**config.mk**
```make
export PLATFORM = sky130hd
export DESIGN_NAME = ray_hit_error_monitor
export DESIGN_NICKNAME = d
export VERILOG_FILES = /design/src/rtl/ray_hit_error_monitor.sv
export SDC_FILE = /design/constraint.sdc
export NUM_CORES = 1
export LEC_CHECK = 0
export CAP_MARGIN = 10
export CORE_UTILIZATION = 32
export DETAILED_ROUTE_END_ITERATION = 10
export GPL_TIMING_DRIVEN = 0
export PLACE_DENSITY = 0.52
export SETUP_SLACK_MARGIN = 0.2
export SLEW_MARGIN = 40
export SYNTH_ARGS = -nofsm -noshare
export SYNTH_HDL_FRONTEND = slang
export SYNTH_SLANG_ARGS = --single-unit
```
**constraint.sdc**
```tcl
create_clock -name clk -period 2.5 [get_ports clk]
set_input_delay 0.625 -clock clk [delete_from_list [all_inputs] [get_ports clk]]
set_output_delay 0.625 -clock clk [all_outputs]
set_load 0.03 [all_outputs]
```
**src/rtl/ray_hit_error_monitor.sv**
```systemverilog
// ray_hit_error_monitor: pairs golden ray/box hit bits with a DUT's delayed hit_miss and counts per-lane misses.
module ray_hit_error_monitor #(
    parameter int LANES    = 1,
    parameter int LATENCY  = 38,
    parameter int CNT_W    = 16,
    parameter int SAMPLE_W = 16
) (
    input  logic                   clk,
    input  logic                   rst,
    input  logic                   i_start,
    input  logic [SAMPLE_W-1:0]    i_num_samples,
    input  logic                   i_in_valid,
    input  logic [LANES-1:0]       i_ref_hit,
    input  logic [LANES-1:0]       i_dut_hit,
    output logic [LANES*CNT_W-1:0] o_type1_cnt,
    output logic [LANES*CNT_W-1:0] o_type2_cnt,
    output logic [SAMPLE_W-1:0]    o_checked_cnt,
    output logic                   o_busy,
    output logic                   o_done,
    output logic                   o_sat
);
    typedef enum logic [1:0] {IDLE, RUN, DRAIN, DONE} state_t;
    state_t r_state, w_state_nx;
    logic [SAMPLE_W-1:0] r_num, r_issued, r_checked, w_issued_nx, w_checked_nx;
    logic r_vld [LATENCY];
    logic [LANES-1:0] r_ref [LATENCY];
    logic [CNT_W-1:0] r_t1 [LANES];
    logic [CNT_W-1:0] r_t2 [LANES];
    logic [CNT_W-1:0] w_t1_nx [LANES];
    logic [CNT_W-1:0] w_t2_nx [LANES];
    logic r_sat, w_sat_nx, w_start, w_push, w_cmp;
    always_comb begin
        w_start      = i_start && (r_state == IDLE || r_state == DONE);
        w_push       = i_in_valid && r_state == RUN;
        // The oldest delay-line slot lines up with the DUT output of the same edge.
        w_cmp        = r_vld[LATENCY-1] && (r_state == RUN || r_state == DRAIN);
        w_issued_nx  = r_issued + SAMPLE_W'(w_push);
        w_checked_nx = r_checked + SAMPLE_W'(w_cmp);
        w_sat_nx     = r_sat;
        for (int l = 0; l < LANES; l++) begin
            w_t1_nx[l] = (w_cmp && r_ref[LATENCY-1][l] && !i_dut_hit[l] && r_t1[l] != '1) ? r_t1[l] + 1'b1 : r_t1[l];
            w_t2_nx[l] = (w_cmp && !r_ref[LATENCY-1][l] && i_dut_hit[l] && r_t2[l] != '1) ? r_t2[l] + 1'b1 : r_t2[l];
            w_sat_nx   = w_sat_nx || w_t1_nx[l] == '1 || w_t2_nx[l] == '1;
        end
    end
    always_comb begin
        w_state_nx = r_state;
        unique case (r_state)
            IDLE, DONE: w_state_nx = w_start ? (i_num_samples == '0 ? DONE : RUN) : r_state;
            RUN:        w_state_nx = (w_push && w_issued_nx == r_num) ? DRAIN : RUN;
            DRAIN:      w_state_nx = (w_checked_nx == r_num) ? DONE : DRAIN;
            default:    w_state_nx = IDLE;
        endcase
    end
    always_ff @(posedge clk) r_state <= rst ? IDLE : w_state_nx;
    always_ff @(posedge clk) begin
        if (rst)
            r_num <= '0;
        else if (w_start)
            r_num <= i_num_samples;
    end
    always_ff @(posedge clk) begin
        if (rst || w_start) begin
            r_issued  <= '0;
            r_checked <= '0;
            r_sat     <= 1'b0;
            for (int i = 0; i < LATENCY; i++) begin
                r_vld[i] <= 1'b0;
                r_ref[i] <= '0;
            end
            for (int l = 0; l < LANES; l++) begin
                r_t1[l] <= '0;
                r_t2[l] <= '0;
            end
        end else begin
            r_issued  <= w_issued_nx;
            r_checked <= w_checked_nx;
            r_sat     <= w_sat_nx;
            r_vld[0]  <= w_push;
            r_ref[0]  <= i_ref_hit;
            for (int i = 1; i < LATENCY; i++) begin
                r_vld[i] <= r_vld[i-1];
                r_ref[i] <= r_ref[i-1];
            end
            for (int l = 0; l < LANES; l++) begin
                r_t1[l] <= w_t1_nx[l];
                r_t2[l] <= w_t2_nx[l];
            end
        end
    end
    for (genvar g = 0; g < LANES; g++) begin : g_pack
        assign o_type1_cnt[g*CNT_W +: CNT_W] = r_t1[g];
        assign o_type2_cnt[g*CNT_W +: CNT_W] = r_t2[g];
    end
    assign o_checked_cnt = r_checked;
    assign o_busy        = r_state == RUN || r_state == DRAIN;
    assign o_done        = r_state == DONE;
    assign o_sat         = r_sat;
endmodule

```
; Yosys cells after proc, flatten, opt, wreduce, memory -nomap -nowiden
; Memories as Yosys holds them, arrays and structs flattened.
; Index checks and enable logic that the tools add are counted.
[classes]
n_mul = 0
n_addsub = 4
order_cmp = 0
eq_ne = 10
shifts = 0
reduce_logical = 22
muxes = 90
div = 0
bitwise = 76
[ops]
columns = cell, n
row1 = 1-bit two-way mux, 82
row2 = 1-bit OR, 76
row3 = 16-bit two-way mux, 4
row4 = 16-bit by 1-bit adder with 16-bit output, 2
row5 = "16-bit by 1-bit adder with 16-bit output, second input constant", 2
row6 = 16-bit equality test, 2
row7 = "16-bit equality test, second input constant", 2
row8 = "16-bit != test, second input constant", 2
row9 = 16-bit OR reduction, 2
row10 = 16-bit logical NOT, 1
row11 = 1-bit logical AND, 10
row12 = 2-bit two-way mux, 3
row13 = 2-bit one-hot mux with 3 select lines, 1
row14 = 1-bit logical OR, 5
row15 = "2-bit equality test, second input constant", 2
row16 = "2-bit by 1-bit equality test with 1-bit output, second input constant", 1
row17 = 1-bit logical NOT, 2
row18 = 2-bit logical NOT, 1
row19 = "2-bit != test, second input constant", 1
row20 = 2-bit OR reduction, 1
[word_totals]
ff_bits = 51
romBits = 0
wordCells = 211
latchBits = 0
ram_bits = 108
in_bits = 22
output_inout_bits = 51
n_memories = 4
[mem_list]
columns = name, depth, width, read_ports, rd_clocked_by_memory_dff, wr, line
row1 = r_ref, 38, 1, 38, 0, 38, 26  ; logic [LANES-1:0] r_ref [LATENCY];
row2 = r_vld, 38, 1, 38, 0, 38, 25  ; logic r_vld [LATENCY];
row3 = r_t1, 1, 16, 1, 0, 1, 27  ; logic [CNT_W-1:0] r_t1 [LANES];
row4 = r_t2, 1, 16, 1, 0, 1, 28  ; logic [CNT_W-1:0] r_t2 [LANES];

; Logic depth before layout (Yosys ltp)
[depth]
word_depth = 10
mapped_depth = 13
mapped_depth_nobuf = 12

; Least setup slack after synthesis
; No wires, ideal clock.
[synth_timing]
path_type = reg-to-reg
from = register r_state[0]
to = register r_state[0]
t_required_ps = 2438
period_less_slack_ps = 2688
path_slack_ps = -188
n_path_buf = 1
path_stages_with_launch = 14
setup_time_ps = 62
t_arrival_ps = 2626
path_cell_list = dfxtp_1 > inv_1 > ha_1 > buf_4 > and2b_1 > ha_1 > ha_1 > nand3_1 > nor2_1 > a21oi_1 > a2111o_1 > nor4_1 > nand4_1 > nand3_1
[synth_between]
elab_chain_cells = 7
word_cells_on_any_way = 19
cone_classes = add/sub (2) / eq/ne (6) / mux (3) / reduce/logical (8)
[synth_lines]
columns = element, line
row1 = start: declaration, 23  ; state_t r_state, w_state_nx;
row2 = start signal: assignment, 55  ; always_ff @(posedge clk) r_state <= rst ? IDLE : w_state_nx;
row3 = 2-bit by 1-bit equality test with 1-bit output / 2-bit equality test (equally long branches), "34, 36, 48"
row4 = 1-bit logical OR / 1-bit logical AND (equally long branches), "36, 34"
row5 = 1-bit logical AND / 16-bit by 1-bit adder with 16-bit output (equally long branches), "36, 37"
row6 = 16-bit by 1-bit adder with 16-bit output / 16-bit equality test (equally long branches), "38, 50"
row7 = 16-bit equality test / 1-bit logical AND (equally long branches), "51, 50"
row8 = 1-bit two-way mux / 2-bit two-way mux (equally long branches), "51, 50"
row9 = 2-bit one-hot mux with 3 select lines, 48  ; unique case (r_state)
; Several ways; a longest one is shown, not always the timed one.
; A chain may end at the register's enable or synchronous reset.

; Worst setup path in the final report
[layout_timing]
from = register r_state[0]
to = register r_state[0]
[layout_between]
elab_chain_cells = 7
word_cells_on_any_way = 19
cone_classes = add/sub (2) / eq/ne (6) / mux (3) / reduce/logical (8)
[layout_lines]
columns = element, line
row1 = 2-bit by 1-bit equality test with 1-bit output / 2-bit equality test (equally long branches), 36  ; w_cmp = r_vld[LATENCY-1] && (r_state == RUN || r_state == DRAIN);
row2 = 1-bit logical OR *, 36
row3 = 1-bit logical AND *, 36
row4 = 16-bit by 1-bit adder with 16-bit output *, 38  ; w_checked_nx = r_checked + SAMPLE_W'(w_cmp);
row5 = via w_checked_nx[1], 24  ; logic [SAMPLE_W-1:0] r_num, r_issued, r_checked, w_issued_nx, w_checked_nx;
row6 = 16-bit equality test *, 51  ; DRAIN: w_state_nx = (w_checked_nx == r_num) ? DONE : DRAIN;
row7 = 1-bit two-way mux *, 51
row8 = 2-bit one-hot mux with 3 select lines *, 48
; The timed path passes the listed nets; every way through them passes the cells marked *.

==> out/metrics.csv <==
stage;metric;value;unit
flow_run;max-cap violations;0;
routing;Routed Antenna Nets;0;
cts;worst-skew pair later-pin latency;0.43;ns
global_routing;first-pass GRT wire length;27.00;mm
die;Die Y;147.2;um
critical_path;CP delay by family, top;simple AND/OR/NAND/NOR gates;
yosys;Synth top cells by count;dfxtp_1 (159), and2_1 (84), nor2_1 (80);
critical_path;R2R setup slack;-0.17;ns
placement;Final Wtd Congestion;0.8256;
critical_path;worst path bufs/invs;2;
pwr;Pleak;3.489;nW
critical_path;Crit. End Element;flip-flop;
yosys;Synthesized Nets;778;
die;FP Rows;52;
final_layout;storage element area;0.003191;mm^2
sta;Final period util;106.7;%
min_path;Hold Startpoint;r_vld[1][2];
routing;post-DR vias/cell;4.722;
critical_path;Crit path depth;13;
critical_path;crit start category;flip-flop;
yosys;syn_area_per_cell;9.030;um^2
pwr;VDD IR max;0.5035;mV
yosys;Top FF cell, synth;dfxtp_1;
sta;Period minus WS final;2.666;ns
critical_path;critical path cell sequence;inv_2, ha_4, buf_6, and2b_2, ha_4, ha_4, xor2_1, a311oi_1, nand4_1, a2111o_1, nor4_2, nand4_1, nand3_1;
routing;DRT iter0 DRCs;243;
yosys;Synth top area share;47.19;%
sta;Achievable Freq;375.1;MHz
yosys;Synth cell types;66;
yosys;Synth Cell Area;0.006745;mm^2
sta;Worst Slack Setup Final;-0.1663;ns
final_layout;Multi-input gate area;0.003640;mm^2
outcome;status;finished, violations left;
critical_path;RR Startpoint;r_state[0];
yosys;Area contributors post-synth;dfxtp_1 (47%), and2_1 (7.8%), xnor2_1 (4.7%), nor2_1 (4.5%), nand2_1 (3.8%);
yosys;number of synthesized flops with an enable pin;0;
global_routing;gr ovfl total;0;
die;Horiz. Die Dim;147.2;um
min_path;Endpoint, Worst Hold;r_vld[1][3];
yosys;Post-Synthesis Cells;747;
final_layout;Net count, final;901;
routing;per-cell routed wire length;14.55;um
routing;first-pass detailed-route iteration total;4;
critical_path;Crit Path Category;reg -> reg;
critical_path;Max FO, Critical Path;4;
critical_path;cell mode on critical path;ha_4;
final_layout;ANT cells;0;
die;die area;0.02166;mm^2
routing;routed wire length;16.77;mm
sta;Slew Limit Fails;0;
global_routing;GRT Overall Usage;15.89;%
global_routing;largest net degree at the start of global routing;17;
critical_path;crit path DAT;3.02;ns
min_path;Hold Path Class;reg -> reg;
yosys;YS warnings;0;
cts;clock slew at reported path FFs;0.07;ns
sta;final setup fails;3;
sta;final hold violations;0;
die;IO Count;73;
final_layout;share of cells above drive strength 1;15.52;%
yosys;register area share after synthesis;47.19;%
placement;Port Buffers;72;
cts;CTS tree;done;
yosys;most frequent cell after synthesis;dfxtp_1;
routing;Remaining DRCs;0;
cts;CTS sink count;159;
critical_path;crit-path max cell delay;0.33;ns
global_routing;vias in the first global route;5113;
critical_path;CP max stage cell;dfxtp_2;
yosys;#FFs+latches synth;159;
pwr;power per cell area;720.0;mW/mm^2
cts;CTS buffer count;17;
yosys;Async S/R FF share, synth;0;%
cts;# H-tree levels;4;
final_layout;Cell Count, Final, Fillers Out;1153;
sta;RSZ-0062 raised after global routing;true;
die;Initial Util;33.02;%
outcome;failing checks;negative setup slack;
critical_path;RR Endpoint;r_state[0];
routing;vias post-DR;5445;
die;Core Box Area;0.02043;mm^2
pwr;Power Total;6.500;mW
cts;hold-fix buffers at CTS;0;
global_routing;initial antenna violation count;0;
final_layout;fill count;1994;
placement;dpl hpwl;11.65;mm
placement;Cell Count Post-Placement;1089;
cts;Root Buffer;clkbuf_16;
min_path;Cells on Worst Hold Path;1;
cts;Bufs on Longest Clock Path;2;
critical_path;Reg2Reg Depth;13;
final_layout;Layout Area Growth over Synthesis;33.85;%
sta;worst slew pin tran;0.4637;ns
sta;skew final;0.008279;ns
yosys;dominant cell type by area after synthesis;dfxtp_1;
sta;worst rel slew slack;68.28;%
critical_path;Worst EP required;2.86;ns
## worst reg2reg max path, stage by stage (launching register included)
cell and delay [ns]:
dfxtp_2 0.33, inv_2 0.05, ha_4 0.26, buf_6 0.09
and2b_2 0.24, ha_4 0.18, ha_4 0.22, xor2_1 0.14
a311oi_1 0.24, nand4_1 0.13, a2111o_1 0.32, nor4_2 0.13
nand4_1 0.16, nand3_1 0.11
## what timing repair did
| action | in CTS | in global routing |
|---|---|---|
| buffers inserted | 23 | 9 |
| endpoints found under the setup margin | 64 | 21 |
| pin swaps | 23 | 18 |
| gates resized for setup | 54 | 28 |
## flip-flops by register name, indices dropped and copies added, names as in the netlist, 2 cells and up
name	cells
o_checked_cnt	16
r_issued	16
r_num	16
r_ref	38
r_state	2
r_t1	16
r_t2	16
r_vld	38
## layout by cell type, fill, tap and decap left out, types with 9 or more instances in the layout
master / instances
inv_1: 15
buf_4: 25
buf_6: 10
o21ai_0: 9
clkbuf_16: 17
nand2_1: 65
clkdlybuf4s50_1: 60
nand3_1: 28
dfxtp_1: 155
nand4_1: 24
nor2_1: 76
xor2_1: 29
clkbuf_1: 16
a21oi_1: 30
nor3_1: 12
xnor2_1: 35
and2_1: 84
## through the flow
step | area (um^2) | hold WS [ns] | util (%) | setup WS (ns) | setup TNS (ns)
finish | 9029 | 0.4257 | 44.19 | -0.1663 | -0.2812
global route | 9029 | 0.4346 | 44.19 | -0.3345 | -0.7358
CTS | 8874 | 0.4270 | 43.43 | -0.2232 | -0.2974
detailed placement | 7883 | 0.4097 | 38.58 | -1.039 | -33.30
global placement | 7883 | 0.4070 | 38.58 | -1.045 | -32.20
floorplan | 6824 | 0.4057 | - | -0.009444 | -0.009444
## layout make-up
type	count	area share (%)
Clock buffer	19	4.906
Sequential cell	159	35.34
Clock inverter	13	1.815
Inverter	18	0.7761
Timing Repair Buffer	104	11.06
Buffer	36	2.051
Tap cell	270	3.742
Multi-Input combinational cell	534	40.31
## power breakdown
part,internal (mW),switching (mW),leakage (nW)
logic,0.487,0.600,1.91
clock network,1.54,1.15,0.293
registers,2.62,0.108,1.29
## metal layers
metal | vias up | track usage, % | share of wire [%]
li1 | 2804 | - | -
met1 | 2540 | 21.19 | 49
met2 | 91 | 24.91 | 45
met3 | 10 | 4.348 | 5.0
met4 | 0 | 4.742 | 1.0
met5 | - | 0 | 0
## worst max-delay path by stage
stage                           from     endpoint
after floorplan           r_state[0]   r_state[0]
after global placement           rst  r_vld[0][0]
after detailed placement         rst  r_vld[0][0]
after CTS                 r_state[0]   r_state[0]
after global routing      r_state[0]   r_state[0]
final                     r_state[0]   r_state[0]
## cells by family after synthesis
logic type / share of synthesized area, %
AO/OA/AOI/OAI: 7.828
XOR/XNOR: 9.460
adder cells (fa/ha/maj): 1.818
buffers and inverters: 3.302
flip-flops: 47.19
multiplexers: 0.9089
AND/OR/NAND/NOR: 29.49
No activity file was read; power rests on OpenSTA's default activity.
